--- src/rtl/attractor_finder.sv ---
// attractor_finder: autonomous attractor search over an external Boolean
// gene network. From a seed it steps cur_state <= next_state, keeping the
// last HIST_DEPTH states (entry 0 = cur_state), and ends in one of three
// outcomes: fixed point, cycle (length 2..HIST_DEPTH) or timeout.
//
// Handshake: start is a request that is accepted on any rising edge where
// the block is not busy (state IDLE or DONE); it is ignored while busy=1.
// done is a level that stays high until the next accepted start or reset.
//
// Ports:
//   clk, reset   clock, synchronous active-high reset
//   start, seed  search request and its initial state
//   next_state   combinational network output for cur_state
//   cur_state    registered current state (network input)
//   busy, done   search running / search finished (level)
//   is_fixed, is_cycle, timeout  one-hot outcome while done=1
//   cycle_len    attractor period (1 = fixed point, 0 = timeout)
//   steps        transitions taken since the seed
module attractor_finder #(
  parameter int WIDTH      = 8,
  parameter int HIST_DEPTH = 8,
  parameter int MAX_STEPS  = 64
) (
  input  logic                              clk,
  input  logic                              reset,
  input  logic                              start,
  input  logic [WIDTH-1:0]                  seed,
  input  logic [WIDTH-1:0]                  next_state,
  output logic [WIDTH-1:0]                  cur_state,
  output logic                              busy,
  output logic                              done,
  output logic                              is_fixed,
  output logic                              is_cycle,
  output logic                              timeout,
  output logic [$clog2(HIST_DEPTH+1)-1:0]   cycle_len,
  output logic [$clog2(MAX_STEPS+1)-1:0]    steps
);

  localparam int CLW = $clog2(HIST_DEPTH+1);
  localparam int SW  = $clog2(MAX_STEPS+1);

  typedef enum logic [1:0] {
    S_IDLE = 2'd0,
    S_RUN  = 2'd1,
    S_DONE = 2'd2
  } state_t;

  state_t state_q, state_d;

  // hist_q[0] is the current state; hist_q[1..] are older states, newest
  // first. vld_q[0] is set on every accepted start so entry 0 always takes
  // part in the comparison during RUN.
  logic [WIDTH-1:0]      hist_q [HIST_DEPTH];
  logic [HIST_DEPTH-1:0] vld_q;

  logic           hit;
  logic [CLW-1:0] hit_len;
  logic           accept, advance, finish_hit, finish_to;

  assign cur_state = hist_q[0];

  // Scan from the oldest entry down so the smallest matching index wins.
  always_comb begin
    hit     = 1'b0;
    hit_len = '0;
    for (int k = HIST_DEPTH-1; k >= 0; k--) begin
      if (vld_q[k] && (hist_q[k] == next_state)) begin
        hit     = 1'b1;
        hit_len = CLW'(k + 1);
      end
    end
  end

  always_comb begin
    state_d    = state_q;
    accept     = 1'b0;
    advance    = 1'b0;
    finish_hit = 1'b0;
    finish_to  = 1'b0;
    case (state_q)
      S_IDLE, S_DONE: begin
        if (start) begin
          accept  = 1'b1;
          state_d = S_RUN;
        end
      end
      S_RUN: begin
        if (hit) begin
          finish_hit = 1'b1;
          state_d    = S_DONE;
        end else if (steps == SW'(MAX_STEPS)) begin
          finish_to = 1'b1;
          state_d   = S_DONE;
        end else begin
          advance = 1'b1;
        end
      end
      default: state_d = S_IDLE;
    endcase
  end

  always_ff @(posedge clk) begin
    if (reset) begin
      state_q <= S_IDLE;
      for (int k = 0; k < HIST_DEPTH; k++) hist_q[k] <= '0;
      vld_q     <= '0;
      busy      <= 1'b0;
      done      <= 1'b0;
      is_fixed  <= 1'b0;
      is_cycle  <= 1'b0;
      timeout   <= 1'b0;
      cycle_len <= '0;
      steps     <= '0;
    end else begin
      state_q <= state_d;
      if (accept) begin
        hist_q[0] <= seed;
        vld_q     <= HIST_DEPTH'(1);
        steps     <= '0;
        busy      <= 1'b1;
        done      <= 1'b0;
        is_fixed  <= 1'b0;
        is_cycle  <= 1'b0;
        timeout   <= 1'b0;
        cycle_len <= '0;
      end
      if (finish_hit) begin
        cycle_len <= hit_len;
        is_fixed  <= (hit_len == CLW'(1));
        is_cycle  <= (hit_len != CLW'(1));
        done      <= 1'b1;
        busy      <= 1'b0;
      end
      if (finish_to) begin
        timeout   <= 1'b1;
        cycle_len <= '0;
        done      <= 1'b1;
        busy      <= 1'b0;
      end
      if (advance) begin
        for (int k = HIST_DEPTH-1; k >= 1; k--) begin
          hist_q[k] <= hist_q[k-1];
          vld_q[k]  <= vld_q[k-1];
        end
        hist_q[0] <= next_state;
        steps     <= steps + 1'b1;
      end
    end
  end

endmodule
--- config.mk ---
export PLATFORM = sky130hd
export DESIGN_NAME = attractor_finder
export DESIGN_NICKNAME = d
export VERILOG_FILES = /design/src/rtl/attractor_finder.sv
export SDC_FILE = /design/constraint.sdc
export NUM_CORES = 1
export LEC_CHECK = 0
export BUFFER_PORTS_ARGS = -buffer_cell sky130_fd_sc_hd__buf_2
export CAP_MARGIN = 15
export CORE_ASPECT_RATIO = 1.5
export CORE_UTILIZATION = 28
export DETAILED_ROUTE_END_ITERATION = 12
export PLACE_DENSITY = 0.51
export SLEW_MARGIN = 10
export SYNTH_ARGS = -nofsm -noshare
export SYNTH_HDL_FRONTEND = slang
export SYNTH_SLANG_ARGS = --single-unit
--- constraint.sdc ---
create_clock -name clk -period 5.15 [get_ports clk]
set_input_delay 0.2575 -clock clk [delete_from_list [all_inputs] [get_ports clk]]
set_output_delay 0.2575 -clock clk [all_outputs]
set_load 0.02 [all_outputs]
# Word level (Yosys, flattened, before mapping)
# Memory sizes are Yosys's and may differ from the RTL's.
# Index checks and enable logic that the tools add are counted.
# word_totals
mem_count	1
out_inout_bits	24
in_bits	19
wordCells	112
ramBits	64
ff_bits	26
# op_classes
n_eq_ne	15
reduce_logical	17
muxes	59
add_sub_neg	1
bitwise	9
# memory_table
memory	depth	word_bits	rd	rd_clocked_by_memory_dff	wr	line	rtl
hist_q	8	8	8	0	8	53	logic [WIDTH-1:0] hist_q [HIST_DEPTH];
# op_table
op	n
$mux W8	10
$eq A8 B8 Y1	8
$mux W4	10
$mux W1	32
$mux W7	3
$or A1 B1 Y1	9
$logic_and A1 B1 Y1	8
$add A7 B1 Y7 const B	1
$eq A7 B7 Y1 const B	1
$mux W2	3
$reduce_bool A2 Y1	3
$eq A4 B1 Y1 const B	1
$ne A4 B1 Y1 const B	1
$pmux W2 S2	1
$reduce_or A2 Y1	2
$ne A3 B3 Y1 const B	1
$reduce_bool A3 Y1	1
$reduce_or A3 Y1	1
$eq A2 B1 Y1 const B	1
$eq A2 B2 Y1 const B	1
$logic_not A2 Y1	1
$ne A2 B2 Y1 const B	1
$reduce_and A2 Y1	1

# Longest topological paths before layout
# logic_depth
word_depth	16
ltp_mapped	10
mapped_depth_nobuf	7

# Worst setup path after synthesis
# OpenSTA, ideal clock, no wires.
# synth_path
path_type	register to register
start	memory hist_q[2][2], in the netlist hist_q[1][2]
end	memory hist_q[1][2], in the netlist hist_q[0][10], enable pin
stages_incl_launch_ff	8
arrival_time_ns	2.553
n_path_buf	1
path_slack_ns	2.208
required_ns	4.761
setup_time_ns	0.389
synth_period_minus_slack_ns	2.942
path_cell_list	edfxtp_1 xnor2_1 nand4_2 nor3_1 or4_1 clkbuf_2 nor3_2 or2_2
# synth_lines
item	line
from (decl)	53

==> results.sh <==
export IMPL_status="finished clean"
export IMPL_ctsResizeCount=0
export IMPL_cts_setup_buffers=0
export IMPL_grt_overflow_total=0
export IMPL_min_period_ns=3.564
export IMPL_synthTopCellsByCount="64 x edfxtp_1, 63 x xnor2_1, 56 x and2_1, 26 x dfxtp_1, 25 x nor2_1"
export IMPL_gp_congestion=0.7456
export IMPL_finalMaxSlewViolations=0
export IMPL_tightestPinTransition_ns=0.9481
export IMPL_fill_cells=1601
export IMPL_synth_distinct_cells=45
export IMPL_crit_fanout=37
export IMPL_synthFlopType="edfxtp_1"
export IMPL_yosysWarnings=0
export IMPL_async_flop_share=0
export IMPL_dr_pass1_iters=4
export IMPL_synth_ff_latch_count=90
export IMPL_layout_nets=443
export IMPL_drv_cap=0
export IMPL_io_pins=43
export IMPL_rsz0062_at_grt="false"
export IMPL_drive_gt1_frac=0.1499
export IMPL_drt_iter0_drc=129
export IMPL_hold_viol=0
export IMPL_htree_num_levels=3
export IMPL_synth_cells=395
export IMPL_grt_max_degree=48
export IMPL_routed_wl_um=9825
export IMPL_hold_path_class="input pin to flip-flop"
export IMPL_r2r_start="hist_q[2][5]"
export IMPL_peakVddDrop_v=0.0001769
export IMPL_synth_most_common_cell="edfxtp_1"
export IMPL_yosysTopAreaCell="edfxtp_1"
export IMPL_clk_path_buf_depth=2
export IMPL_required_ns=5.13
export IMPL_seq_area_mm2=0.002442
export IMPL_startpoint="hist_q[2][5]"
export IMPL_ctsHoldBuffers=0
export IMPL_root_buffer="clkbuf_16"
export IMPL_antenna_found_initial=0
export IMPL_die_w_um=105.4
export IMPL_holdCritStartpoint="start"
export IMPL_io_buffers=42
export IMPL_syn_avg_cell_area_um2=11.37
export IMPL_vias_per_cell=4.629
export IMPL_diodes=0
export IMPL_vias=2916
export IMPL_crit_path_end_kind="flip-flop"
export IMPL_setup_violations=0
export IMPL_fin_crit_sh=0.6921
export IMPL_synth_fp_nets=416
export IMPL_grt_pass1_wl_um=15900
export IMPL_setup_tns_ns=0
export IMPL_whs_ns=0.2316
export IMPL_tritoncts="built"
export IMPL_drtAntennaViolNets=0
export IMPL_critPathKind="flip-flop to flip-flop"
export IMPL_p_per_area_mw_per_mm2=336.1
export IMPL_arrival_ns=3.54
export IMPL_clk_pin_slew_ns=0.06
export IMPL_synth_edf_count=64
export IMPL_die_area_mm2=0.01656
export IMPL_die_y_um=157.1
export IMPL_track_usage=0.1289
export IMPL_area_growth_syn_to_layout_pct=12.71
export IMPL_grt_pass1_vias=2937
export IMPL_initial_core_util=0.2874
export IMPL_drc=0
export IMPL_synth_area_leaders="edfxtp_1 43%, xnor2_1 12%, dfxtp_1 12%"
export IMPL_cts_sinks=90
export IMPL_dp_hpwl_um=7241
export IMPL_synth_area_mm2=0.004491
export IMPL_post_drt_wl_per_cell_um=15.60
export IMPL_cts_made_buffers=9
export IMPL_cp_start_kind="flip-flop"
export IMPL_multi_input_comb_area_mm2=0.001809
export IMPL_fin_worst_skew_ns=0.009091
export IMPL_core_region_area_mm2=0.01563
export IMPL_relSlewSlack=0.3656
export IMPL_clock_fmax_mhz=280.6
export IMPL_rows=56
export IMPL_synth_yosys_seq_area_share=0.5439
export IMPL_power_leakage_nw=1.834
export IMPL_netlist_area_leader_share=0.4280
export IMPL_clock_latency_ns=0.34
## power by group
part	switching [mW]	leakage, nW	internal (mW)
Clock	0.269	0.155	0.384
Sequential	0.0287	0.898	0.826
Combinational	0.119	0.781	0.0741
## layer usage
layer | vias to the layer above | part of all wire | wire (um) | GRT usage
met3 | 16 | 0.028 | 271 | 0.02567
li1 | 1432 | - | - | -
met4 | 0 | 0.029 | 282 | 0.06304
met1 | 1409 | 0.41 | 4016 | 0.1458
met5 | - | 0 | 0 | 0
met2 | 59 | 0.53 | 5255 | 0.2303
## critical path, cell delays in order, from the launching register on
cell and delay (ns):
edfxtp_1 0.40, xnor2_1 0.22, nand3_1 0.12, nor3_1 0.07, or4_1 0.66, nor3_2 0.63
or2_2 0.55, buf_4 0.52
## stage by stage
| stage | total power [mW] | setup slack (ns) | utilization | std cells | area [um2] |
|---|---|---|---|---|---|
| 2_1_floorplan | 1.020 | 2.208 | - | 395 | 4491 |
| 3_3_place_gp | 1.065 | 1.444 | 0.3047 | 614 | 4761 |
| 3_5_place_dp | 1.069 | 1.379 | 0.3047 | 614 | 4761 |
| 4_1_cts | 1.726 | 1.524 | 0.3239 | 630 | 5061 |
| 5_1_grt | 1.777 | 1.339 | 0.3239 | 630 | 5061 |
| 6_report | 1.701 | 1.586 | 0.3239 | 630 | 5061 |
## area by class of cell
type                            count  area share
Tap cell                          203     0.05019
Sequential cell                    90      0.4826
Multi-Input combinational cell    270      0.3575
Clock buffer                       12     0.05513
Timing Repair Buffer               45     0.04598
Clock inverter                      4    0.004203
Inverter                            6    0.004450
## cell families after synthesis
kind of cell / synth area share
fa+ha+maj: 0.005572
mux: 0.004737
flops: 0.5439
compound gates: 0.07077
xor+xnor: 0.1287
buf+inv: 0.05322
simple gates: 0.1931
## registers in the layout, indices dropped and copies added (netlist names)
name / flops
vld_q: 8
done: 1
timeout: 1
steps: 7
state_q: 2
cycle_len: 4
is_fixed: 1
busy: 1
is_cycle: 1
hist_q: 64
## layout by cell type, fill, tap and decap left out, types with 2 or more instances in the layout
cell       count
edfxtp_1      64
xnor2_1       63
and2_1        56
buf_2         42
dfxtp_1       26
nor2_1        25
nand3_1       22
nand2_1       20
nand4_1       12
a22o_1        11
clkbuf_16     11
nor3_1        10
a22oi_1        9
inv_1          7
a21oi_1        5
xor2_1         3
o21ai_0        3
a21boi_0       3
buf_4          3
or4_1          2
nor4_1         2
a21o_1         2
ha_1           2
inv_4          2
## path summary, 6_finish.rpt
path              endpoint  slack (ns)  cells past startpoint
max          hist_q[3][10]        1.59                      7
min             state_q[1]        0.23                      4
min reg2reg           done        0.45                      2
max reg2reg  hist_q[3][10]        1.59                      7
Note: power is estimated with default switching activity, not from simulation.
